### src/rtl/md_pkt_dispatcher.sv
// md_pkt_dispatcher
//   Pairs each metadata word from the stage ALU with the next packet on the
//   input AXI-Stream, in order. Packets whose metadata discard bit is set are
//   dropped. All other packets are forwarded through a single output register,
//   with the ALU-chosen destination port written into the first-beat tuser.
//
//   Optional build macro: NEXT_TABLE_TAG_EN
//     When defined, first-beat m_axis_tuser[37:32] carries next_table_id
//     (metadata [255:250]). When undefined, those bits pass through unchanged.
//
// Ports
//   clk, rst_n                 clock, synchronous active-low reset
//   comp_meta_data_in/valid_in metadata word and its one-cycle strobe
//   s_axis_*                   input packet stream (tready driven here)
//   m_axis_*                   output packet stream (registered)
//   md_overflow                sticky: a metadata word arrived while FIFO full
//   pkt_fwd_cnt/pkt_drop_cnt   wrapping 32-bit packet counters
module md_pkt_dispatcher #(
   parameter int C_S_AXIS_DATA_WIDTH  = 256,
   parameter int C_S_AXIS_TUSER_WIDTH = 128,
   parameter int META_LEN             = 256,
   parameter int MD_FIFO_DEPTH_BITS   = 3
) (
   input  logic                              clk,
   input  logic                              rst_n,
   input  logic [META_LEN-1:0]               comp_meta_data_in,
   input  logic                              comp_meta_data_valid_in,
   input  logic [C_S_AXIS_DATA_WIDTH-1:0]    s_axis_tdata,
   input  logic [C_S_AXIS_DATA_WIDTH/8-1:0]  s_axis_tkeep,
   input  logic [C_S_AXIS_TUSER_WIDTH-1:0]   s_axis_tuser,
   input  logic                              s_axis_tvalid,
   input  logic                              s_axis_tlast,
   output logic                              s_axis_tready,
   output logic [C_S_AXIS_DATA_WIDTH-1:0]    m_axis_tdata,
   output logic [C_S_AXIS_DATA_WIDTH/8-1:0]  m_axis_tkeep,
   output logic [C_S_AXIS_TUSER_WIDTH-1:0]   m_axis_tuser,
   output logic                              m_axis_tvalid,
   output logic                              m_axis_tlast,
   input  logic                              m_axis_tready,
   output logic                              md_overflow,
   output logic [31:0]                       pkt_fwd_cnt,
   output logic [31:0]                       pkt_drop_cnt
);

   localparam int DW    = C_S_AXIS_DATA_WIDTH;
   localparam int KW    = C_S_AXIS_DATA_WIDTH / 8;
   localparam int UW    = C_S_AXIS_TUSER_WIDTH;
   localparam int AW    = MD_FIFO_DEPTH_BITS;
   localparam int DEPTH = 1 << MD_FIFO_DEPTH_BITS;

   typedef enum logic [1:0] {IDLE, FORWARD, DROP} state_t;

   typedef struct packed {
      logic [DW-1:0] data;
      logic [KW-1:0] keep;
      logic [UW-1:0] user;
      logic          last;
   } axis_beat_t;

   state_t state, state_nxt;

   // ---------------------------------------------------------------------
   // Metadata FIFO. Storage is not reset; reset only rewinds the pointers.
   // ---------------------------------------------------------------------
   logic [META_LEN-1:0] md_mem [DEPTH];
   logic [AW-1:0]       wr_ptr, rd_ptr;
   logic [AW:0]         md_cnt;
   logic                md_push, md_pop, md_full, md_empty;
   logic [META_LEN-1:0] md_head;
   logic                md_head_unused;

   assign md_full  = (md_cnt == DEPTH[AW:0]);
   assign md_empty = (md_cnt == '0);
   // Fullness is judged before any same-cycle pop, so a full FIFO rejects
   // the word even when the FSM is popping in that cycle.
   assign md_push  = comp_meta_data_valid_in && !md_full;
   assign md_head  = md_mem[rd_ptr];
   // Only a few fields are consumed; fold the rest so they read as used.
   assign md_head_unused = ^md_head;

   always_ff @(posedge clk) begin
      if (md_push) md_mem[wr_ptr] <= comp_meta_data_in;
   end

   always_ff @(posedge clk) begin
      if (!rst_n) begin
         wr_ptr      <= '0;
         rd_ptr      <= '0;
         md_cnt      <= '0;
         md_overflow <= 1'b0;
      end else begin
         if (md_push) wr_ptr <= wr_ptr + 1'b1;
         if (md_pop)  rd_ptr <= rd_ptr + 1'b1;
         case ({md_push, md_pop})
            2'b10:   md_cnt <= md_cnt + 1'b1;
            2'b01:   md_cnt <= md_cnt - 1'b1;
            default: md_cnt <= md_cnt;
         endcase
         if (comp_meta_data_valid_in && md_full) md_overflow <= 1'b1;
      end
   end

   // ---------------------------------------------------------------------
   // Packet FSM
   // ---------------------------------------------------------------------
   logic       s_acc;
   logic       fwd_acc;
   logic       first_beat;
   logic [7:0] md_cur_dst;
`ifdef NEXT_TABLE_TAG_EN
   logic [5:0] md_cur_ntid;
`endif

   assign s_acc   = s_axis_tvalid && s_axis_tready;
   assign fwd_acc = s_acc && (state == FORWARD);

   always_comb begin
      state_nxt     = state;
      s_axis_tready = 1'b0;
      md_pop        = 1'b0;
      case (state)
         IDLE: begin
            // The pop cycle is the per-packet bubble: tready stays low.
            if (!md_empty && s_axis_tvalid) begin
               md_pop    = 1'b1;
               state_nxt = md_head[128] ? DROP : FORWARD;
            end
         end
         FORWARD: begin
            s_axis_tready = !m_axis_tvalid || m_axis_tready;
            if (s_axis_tvalid && s_axis_tready && s_axis_tlast) state_nxt = IDLE;
         end
         DROP: begin
            s_axis_tready = 1'b1;
            if (s_axis_tvalid && s_axis_tlast) state_nxt = IDLE;
         end
         default: state_nxt = IDLE;
      endcase
   end

   always_ff @(posedge clk) begin
      if (!rst_n) begin
         state        <= IDLE;
         first_beat   <= 1'b0;
         md_cur_dst   <= '0;
`ifdef NEXT_TABLE_TAG_EN
         md_cur_ntid  <= '0;
`endif
         pkt_fwd_cnt  <= '0;
         pkt_drop_cnt <= '0;
      end else begin
         state <= state_nxt;
         if (md_pop) begin
            first_beat  <= 1'b1;
            md_cur_dst  <= md_head[31:24];
`ifdef NEXT_TABLE_TAG_EN
            md_cur_ntid <= md_head[255:250];
`endif
         end else if (s_acc) begin
            first_beat  <= 1'b0;
         end
         if (s_acc && s_axis_tlast && state == FORWARD) pkt_fwd_cnt  <= pkt_fwd_cnt + 32'd1;
         if (s_acc && s_axis_tlast && state == DROP)    pkt_drop_cnt <= pkt_drop_cnt + 32'd1;
      end
   end

   // ---------------------------------------------------------------------
   // Output register. In FORWARD, tready already guarantees the slot is free,
   // so a load never overwrites an undelivered beat. Outside FORWARD a
   // pending beat keeps draining.
   // ---------------------------------------------------------------------
   axis_beat_t beat_d, out_q;

   always_comb begin
      beat_d.data = s_axis_tdata;
      beat_d.keep = s_axis_tkeep;
      beat_d.user = s_axis_tuser;
      beat_d.last = s_axis_tlast;
      if (first_beat) begin
         beat_d.user[31:24] = md_cur_dst;
`ifdef NEXT_TABLE_TAG_EN
         beat_d.user[37:32] = md_cur_ntid;
`endif
      end
   end

   always_ff @(posedge clk) begin
      if (!rst_n) begin
         out_q         <= '0;
         m_axis_tvalid <= 1'b0;
      end else if (fwd_acc) begin
         out_q         <= beat_d;
         m_axis_tvalid <= 1'b1;
      end else if (m_axis_tready) begin
         m_axis_tvalid <= 1'b0;
      end
   end

   assign m_axis_tdata = out_q.data;
   assign m_axis_tkeep = out_q.keep;
   assign m_axis_tuser = out_q.user;
   assign m_axis_tlast = out_q.last;

endmodule
### config.mk
export PLATFORM = sky130hd
export DESIGN_NAME = md_pkt_dispatcher
export DESIGN_NICKNAME = d
export VERILOG_FILES = /design/src/rtl/md_pkt_dispatcher.sv
export SDC_FILE = /design/constraint.sdc
export NUM_CORES = 1
export LEC_CHECK = 0
export ABC_AREA = 1
export ABC_CLOCK_PERIOD_IN_PS = 5200
export BUFFER_PORTS_ARGS = -buffer_cell sky130_fd_sc_hd__buf_2
export CAP_MARGIN = 20
export CORE_AREA = 10 10 447 449
export DETAILED_ROUTE_END_ITERATION = 10
export DIE_AREA = 0 0 457 459
export PLACE_DENSITY = 0.36
export SYNTH_ARGS = -nofsm -noshare
export SYNTH_HDL_FRONTEND = slang
export SYNTH_SLANG_ARGS = --single-unit
export TNS_END_PERCENT = 100
### constraint.sdc
create_clock -name clk -period 5.2 [get_ports clk]
set_input_delay 1.04 -clock clk [delete_from_list [all_inputs] [get_ports clk]]
set_output_delay 1.04 -clock clk [all_outputs]
set_load 0.05 [all_outputs]
; ---- Word-level counts from Yosys, hierarchy flattened
; Memories as Yosys holds them, arrays and structs flattened. A register that Yosys moved wholly into a read port is not among the register bits.
; Index checks and enable logic that the tools add are counted.
[totals]
ram_bits = 2048
input_bits = 678
memories = 1
reg_bits = 504
elab_cells = 68
output_inout_bits = 484
[op_classes]
n_mux = 18
n_reduce_logical = 21
eq_ne = 8
n_addsub = 6
[mem_list]
columns = name, depth, word_bits, read_ports, rd_clocked_by_memory_dff, write_ports, line
row1 = md_mem, 8, 256, 1, 1, 1, 65  ; logic [META_LEN-1:0] md_mem [DEPTH];
[op_table]
columns = cell, n
row1 = $add 32x1->32 const B, 2
row2 = $logic_and 1x1->1, 11
row3 = $mux 1, 8
row4 = $mux 2, 4
row5 = $mux 8, 1
row6 = $pmux 4 s2, 1
row7 = $add 3x1->3 const B, 2
row8 = $mux 3, 2
row9 = $pmux 2 s3, 1
row10 = $reduce_bool 2->1, 3
row11 = $add 4x1->4 const B, 1
row12 = $eq 2x1->1 const B, 2
row13 = $eq 2x2->1 const B, 2
row14 = $eq 4x4->1 const B, 1
row15 = $logic_not 4->1, 1
row16 = $ne 2x2->1 const B, 2
row17 = $sub 4x1->4 const B, 1
row18 = $logic_not 1->1, 3
row19 = $reduce_and 3->1, 1
row20 = $logic_not 2->1, 1
row21 = $ne 2x1->1 const B, 1
row22 = $pmux 1 s2, 1
row23 = $logic_or 1x1->1, 1

; ---- Longest topological paths before layout
; Gate-level depths: netlist of the first run.
[depth]
depth_word = 7
depth_mapped = 13
depth_no_buf = 13

; ---- Worst setup path after synthesis of the first run
; No wires, ideal clock.
[synth_timing]
path_kind = in2out
from = input port m_axis_tready
to = output port s_axis_tready
path_stages = 4
arrival_ns = 1.485
path_slack_ns = 2.675
path_buffers = 0
required_time_ns = 4.160
path_cell_list = inv_1 nand3_2 nand2_1 inv_2
[synth_between]
elab_chain_cells = 2
[synth_lines]
columns = element, line
row1 = start: declaration, 39  ; input logic m_axis_tready,
row2 = $logic_or 1x1->1, 130  ; s_axis_tready = !m_axis_tvalid || m_axis_tready;
row3 = $pmux 1 s2, 121  ; case (state)
row4 = end: declaration, 33  ; output logic s_axis_tready,
; Every way passes these cells.

; ---- Worst setup path after layout of the first run
[layout_timing]
from = register state[0]
to = output port s_axis_tready
[layout_between]
elab_chain_cells = 2
word_cells_on_any_way = 3
cone_classes = eq/ne: 2 / mux: 1
[layout_lines]
columns = element, line
row1 = start: declaration, 60  ; state_t state, state_nxt;
row2 = start signal: assignment, 152  ; state <= state_nxt;
row3 = $eq 2x2->1 / $eq 2x1->1 (equally long branches), 121
row4 = $pmux 1 s2 (*), 121
; Every way passes the cells marked *; elsewhere a longest branch is shown, timed or not.

==> out/metrics.csv, run 1 <==
stage;metric;value;unit
floorplan;die_h;459;um
global_route;grt_pass1_wl;169000;um
place;io_buffers;914;
sta;setup_tns;0;ns
sta;maxSlewViolCount;0;
sta;post-route-min-period;3.24;ns
sta;setup_violations;0;
clocking;cts_buffers;79;
yosys;yosysWarnings;0;
place;hpwl;93700;um
floorplan;rows;161;
clocking;cts_root_buffer;clkbuf_16;
power;power;0.0116;W
yosys;ys_seq_area_frac;0.561;
setup_path;worstSetupEndpointType;output port;
route;wl;123000;um
sta;fin_crit_sh;0.623;
clocking;ctsHoldBuffers;0;
power;powerDensity;362;nW/um2
clocking;cts_max_level;3;
clocking;clk_latency;0.72;ns
setup_path;setup.worst_path.class;flop to output port;
sta;rsz0062_at_grt;false;
setup_path;arrival;2.20;ns
global_route;grt_usage;0.111;
floorplan;die_w;457;um
global_route;grt_antenna_before_repair;75;
cells_and_area;final_common_cell;nor2_1;
sta;fin_skew;0.0232;ns
yosys;synth_async_sr_flop_share;0;
clocking;cts_buffer_depth;3;
sta;slew_headroom;0.319;
yosys;synth.distinct_cells;34;
global_route;first_global_vias;21200;
clocking;cts_resized;0;
sta;hold_viol;0;
setup_path;worstPathRequired;4.16;ns
setup_path;critPathLaunchType;flop;
cells_and_area;fin_nets;4317;
route;wl_per_cell;19.6;um
route;viasPerCell;3.51;
route;dr.pass1.iters;6;
sta;worst_pin_slew;1.02;ns
route;drtIter0Drc;1391;
floorplan;die_area;210000;um2
floorplan;start_util;0.115;
sta;clock.fmax;309;MHz
cells_and_area;drive_above_1_share;0.291;
setup_path;critPathMaxFanout;6;
worst_hold_path;hold_path_class;flop to flop;
floorplan;io_pins;1162;
cells_and_area;most-common-layout-cells;1,027 x nor2_1, 913 x buf_2, 507 x dfxtp_1;
place;gp_congestion;0.861;
global_route;grt_max_degree;159;
yosys;postSynthAreaPerCell;7.90;um2
global_route;gr-total-overflow;0;
sta;hold_ws;0.456;ns
yosys;ys.flop_type;dfxtp_1;
clocking;post_cts_buffers;0;
power;worst_ir_drop_vdd;0.224;mV
yosys;synth_edf_count;72;
outcome;status;completed;
clocking;clock-sinks;579;
route;ant_nets;0;
cells_and_area;area_growth;45.7;%
yosys;syn_inst;2775;
route;drc;0;
clocking;cts_tree;built;
power;total_leakage_power;14.8;nW
clocking;clkTransAtPathRegs;0.06;ns
yosys;syn_nets;3463;
floorplan;coreArea;191000;um2
job;cap_violations;0;
yosys;ys_ff_latch;579;
route;vias;21900;
setup_path;reg2reg_setup_slack;2.09;ns
yosys;syn_area;21900;um2
flip-flops by register name, summed over array words and instances (netlist names), named ones only:
signal         flops
m_axis_tdata     256
m_axis_tuser     128
md_mem            72
m_axis_tkeep      32
pkt_drop_cnt      32
pkt_fwd_cnt       32
md_cur_dst         8
md_cnt             4
rd_ptr             3
wr_ptr             3
state              2
first_beat         1
m_axis_tlast       1
m_axis_tvalid      1
md_overflow        1
cell families (layout without fill, tap and decap cells):
family / Yosys count / count (layout) / synth area share
simple gates: 1344 / 1344 / 0.241
compound gates: 559 / 559 / 0.130
buf+inv: 263 / 1176 / 0.0535
fa+ha+maj: 10 / 10 / 0.00570
mux: 8 / 8 / 0.00365
other cells: 0 / 23 / 0
xor+xnor: 12 / 12 / 0.00479
flops: 579 / 579 / 0.561
synthesized netlist by cell type, types with 3 or more instances:
| master | instances | share of area |
|---|---|---|
| o211ai_1 | 16 | 0.0055 |
| buf_1 | 5 | 0.00086 |
| clkbuf_1 | 68 | 0.012 |
| mux2i_1 | 8 | 0.0037 |
| buf_2 | 77 | 0.018 |
| inv_2 | 4 | 0.00068 |
| xor2_1 | 10 | 0.0040 |
| o21ai_0 | 400 | 0.091 |
| nor3_1 | 19 | 0.0043 |
| nand3_1 | 64 | 0.015 |
| dfxtp_1 | 507 | 0.46 |
| nand2_1 | 198 | 0.034 |
| edfxtp_1 | 72 | 0.099 |
| nand4_1 | 25 | 0.0071 |
| o21ai_1 | 76 | 0.017 |
| a31oi_1 | 4 | 0.0011 |
| buf_4 | 13 | 0.0044 |
| nor2_1 | 1027 | 0.18 |
| buf_6 | 4 | 0.0021 |
| o21bai_1 | 3 | 0.0010 |
| a21oi_1 | 57 | 0.013 |
| inv_1 | 90 | 0.015 |
| ha_1 | 10 | 0.0057 |
final cells by class:
class / instances / area [um2]
repair buffers: 941 / 4960
flip-flops and latches: 579 / 12300
fillers: 21800 / 159000
diodes: 23 / 57.6
multi-input cells: 1933 / 8450
well taps: 2526 / 3160
clock inverters: 32 / 452
inverters: 95 / 357
clock buffers: 108 / 2210
critical path, stage by stage (launching register included):
cell	delay (ns)
dfxtp_1	0.32
inv_1	0.08
ha_1	0.32
inv_2	0.15
nand3_2	0.16
nand2_1	0.08
inv_2	0.08
buf_2	0.29
power breakdown:
group | total [W] | internal (W) | switching (W)
sequential | 0.00473 | 0.00465 | 0.0000755
clock | 0.00567 | 0.00335 | 0.00232
combinational | 0.00117 | 0.000387 | 0.000779
stage by stage:
step                      std cells  instance area, um2  setup WS (ns)  utilization
final                          6237               32000           1.96        0.167
after global routing           6217               31900           1.73        0.167
after CTS                      6213               31900           1.84        0.167
after detailed placement       6073               29200           1.73        0.153
after global placement         6069               29200           1.71        0.153
after floorplan                2775               21900           2.67            -
final timing paths:
kind,from,endpoint,cells after the start
setup reg to reg,state[0]$_SDFFE_PN0P_,m_axis_tuser[126]$_SDFFE_PN0P_,10
hold reg to reg,md_overflow$_SDFFE_PN0P_,md_overflow$_SDFFE_PN0P_,2
hold / removal,md_overflow$_SDFFE_PN0P_,md_overflow$_SDFFE_PN0P_,2
setup / recovery,state[0]$_SDFFE_PN0P_,s_axis_tready,7
per-layer routing:
metal | part of all wire | global-route usage | routed length, um
met1 | 0.42 | 0.133 | 51100
met2 | 0.44 | 0.172 | 54000
met3 | 0.12 | 0.0575 | 14400
met4 | 0.021 | 0.0327 | 2580
met5 | 0.0038 | 0 | 460
(Power assumes the default switching activity.)
==> inputs of run 2 (changes only) <==
ABC_AREA = 0   (was 1)
ABC_CLOCK_PERIOD_IN_PS = 3150   (was 5200)
CORE_AREA = 10 10 440 442   (was 10 10 447 449)
DIE_AREA = 0 0 450 452   (was 0 0 457 459)
clock period = 3.15 ns   (was 5.2 ns; I/O delays follow)
==> out/metrics.csv, run 2 <==
stage;metric;value;unit;change
sta;setup_tns;0;ns;unchanged
route;ant_nets;0;;unchanged
yosys;yosysMostFrequentCell;nand2_1;;
place;dp.cells;5711;;-6.0%
setup_path;arrival;2.21;ns;about the same
yosys;ys_seq_area_frac;0.580;;+0.0189
floorplan;start_util;0.115;;+0.000187
power;total_leakage_power;12.5;nW;-15%
sta;setup_violations;0;;unchanged
cells_and_area;fillers;21100;;-3.4%
route;viasPerCell;3.67;;+4.8%
route;drc;0;;unchanged
sta;slew_headroom;0.405;;+0.0861
sta;clock.fmax;352;MHz;
yosys;netlist_top_cells_area;dfxtp_1 48%, nand2_1 15%, a21oi_1 11%, edfxtp_1 10%, clkbuf_1 2.2%;;
yosys;synth_top_area_cell;dfxtp_1;;
global_route;grt_usage;0.138;;+0.0270
cells_and_area;fin_area;31800;um2;-0.41%
cells_and_area;drive_above_1_share;0.339;;+0.0476
outcome;status;completed;;
place;hpwl;121000;um;+29%
clocking;cts_buffers;83;;+5.1%
route;dr.pass1.iters;6;;unchanged
yosys;syn_area;21200;um2;-3.3%
floorplan;rows;158;;-1.9%
place;gp_congestion;0.891;;+3.4%
global_route;first_global_vias;20700;;-2.6%
yosys;synth_commonest_cells;862 x nand2_1, 507 x dfxtp_1, 459 x a21oi_1;;
setup_path;critPathMaxFanout;6;;unchanged
cells_and_area;most-common-layout-cells;914 x buf_2, 861 x nand2_1, 507 x dfxtp_1;;
sta;fin_skew;0.0365;ns;+0.0133 ns
setup_path;worstSetupEndpointType;output port;;
cells_and_area;multiInputGateArea;8140;um2;-3.7%
global_route;grt_busiest_layer;met2;;
clocking;clk_latency;0.70;ns;-0.02 ns
yosys;synth_async_sr_flop_share;0;;unchanged
sta;maxSlewViolCount;0;;unchanged
route;vias;21600;;-1.2%
yosys;yosysWarnings;0;;unchanged
clocking;cts_buffer_depth;3;;unchanged
route;wl;148000;um;+21%
yosys;synth.distinct_cells;46;;+35%
worst_hold_path;hold_path_class;input pin to flop;;
setup_path;reg2reg_setup_slack;0.43;ns;-1.66 ns
route;drtIter0Drc;1377;;-1.0%
global_route;use_met2;0.225;;+0.0535
clocking;cts_tree;built;;
cells_and_area;stdcell_count;5882;;-5.7%
yosys;synthDominantCellAreaShare;0.478;;+0.0156
global_route;grt_pass1_wl;193000;um;+14%
sta;hold_viol;0;;unchanged
global_route;grt_max_degree;111;;-30%
yosys;syn_nets;3111;;-10%
setup_path;critPathLaunchType;flop;;
yosys;ys_ff_latch;579;;unchanged
cells_and_area;area_growth;50.0;%;
sta;fin_crit_sh;0.902;;
yosys;ys.flop_type;dfxtp_1;;
job;cap_violations;0;;unchanged
power;powerDensity;617;nW/um2;+70%
power;worst_ir_drop_vdd;0.407;mV;+82%
floorplan;coreArea;185000;um2;-3.4%
yosys;postSynthAreaPerCell;8.76;um2;+11%
cells_and_area;fin_nets;4004;;-7.3%
setup_path;setup.worst_path.class;flop to output port;;
cells_and_area;final_core_util;0.172;;+0.00520
sta;worst_pin_slew;0.886;ns;-0.132 ns
power;power;0.0196;W;+70%
route;wl_per_cell;25.1;um;+28%
clocking;clkTransAtPathRegs;0.06;ns;about the same
place;io_buffers;914;;unchanged
global_route;gr-total-overflow;0;;unchanged
global_route;use_met3;0.0544;;-0.00308
cells_and_area;final_common_cell;buf_2;;
floorplan;die_h;452;um;-1.5%
cells_and_area;largest_reg_flops;256;;unchanged
clocking;cts_max_level;3;;unchanged
yosys;syn_inst;2423;;-13%
global_route;met1_usage;0.165;;+0.0316
clocking;clock-sinks;579;;unchanged
setup_path;worstPathRequired;2.52;ns;-1.64 ns
clocking;cts_root_buffer;clkbuf_16;;
sta;post-route-min-period;2.84;ns;
yosys;synth_edf_count;72;;unchanged
sta;rsz0062_at_grt;false;;
global_route;grt_antenna_before_repair;138;;+84%
floorplan;die_area;203000;um2;-3.0%
floorplan;io_pins;1162;;unchanged
cells_and_area;seq_area;12300;um2;unchanged
place;placed_cell_area;29000;um2;-0.83%
floorplan;die_w;450;um;-1.5%
==> run 2: changes by cell type after synthesis, moves of 54 or more <==
cell	delta
nor2_1	-988
nand2_1	+664
a21oi_1	+402
o21ai_0	-375
o21ai_1	-76
inv_1	-75
clkbuf_1	+54
==> run 2: area by class of cell <==
type,instances,area share
diodes,20,0.00157
clock buffers,123,0.0763
clock inverters,28,0.0111
inverters,16,0.00212
multi-input cells,1651,0.256
flip-flops and latches,579,0.387
well taps,2480,0.0975
repair buffers,985,0.169
==> run 2: kinds of logic (layout without fill, tap and decap cells) <==
group           Yosys count  in the layout  share of synthesized area
xor+xnor                 20             20                    0.00825
compound gates          534            534                      0.133
simple gates           1043           1043                      0.204
mux                      44             44                     0.0314
buf+inv                 193           1152                     0.0373
other cells               0             20                          0
flops                   579            579                      0.580
fa+ha+maj                10             10                    0.00590
==> run 2: worst paths after layout <==
check / from / end / cells past startpoint
worst max-delay path: state[0]$_SDFFE_PN0P_ / s_axis_tready / 4
worst min-delay path: s_axis_tuser[37] / m_axis_tuser[37]$_SDFFE_PN0P_ / 3
worst max register to register: md_cnt[0]$_SDFFE_PN0P_ / md_cnt[2]$_SDFFE_PN0P_ / 9
worst min register to register: m_axis_tdata[186]$_SDFFE_PN0P_ / m_axis_tdata[186]$_SDFFE_PN0P_ / 2
==> run 2: timing repair <==
action | CTS | global route
setup buffers | 0 | 0
endpoints found under the setup margin | 1 | 0
hold buffers | 0 | 0
gates resized for setup | 1 | 0
==> run 2: stage by stage <==
stage	hold WS, ns	setup WS, ns
after global routing	0.0894	0.122
after global placement	0.440	0.441
after CTS	0.0517	0.154
final	0.160	0.309
after floorplan	0.447	0.516
after detailed placement	0.443	0.446
==> run 2: critical path, cell delays in order (launching register included) <==
cell,delay [ns]
dfxtp_1,0.35
inv_1,0.07
ha_1,0.41
nor2b_2,0.35
buf_2,0.33
==> run 2: metal layers <==
metal	wire length (um)	vias up	share of wire
li1	-	10000	-
met1	59800	10400	0.40
met2	68900	810	0.47
met3	13100	288	0.089
met4	5350	124	0.036
met5	773	-	0.0052
==> run 2: report_power, final <==
| group | internal, W | leakage (nW) | total, W | switching (W) |
|---|---|---|---|---|
| sequential | 0.00771 | 4.74 | 0.00785 | 0.000140 |
| clock | 0.00564 | 1.36 | 0.00962 | 0.00397 |
| combinational | 0.000707 | 6.40 | 0.00216 | 0.00145 |
| total | 0.0141 | 12.5 | 0.0196 | 0.00557 |
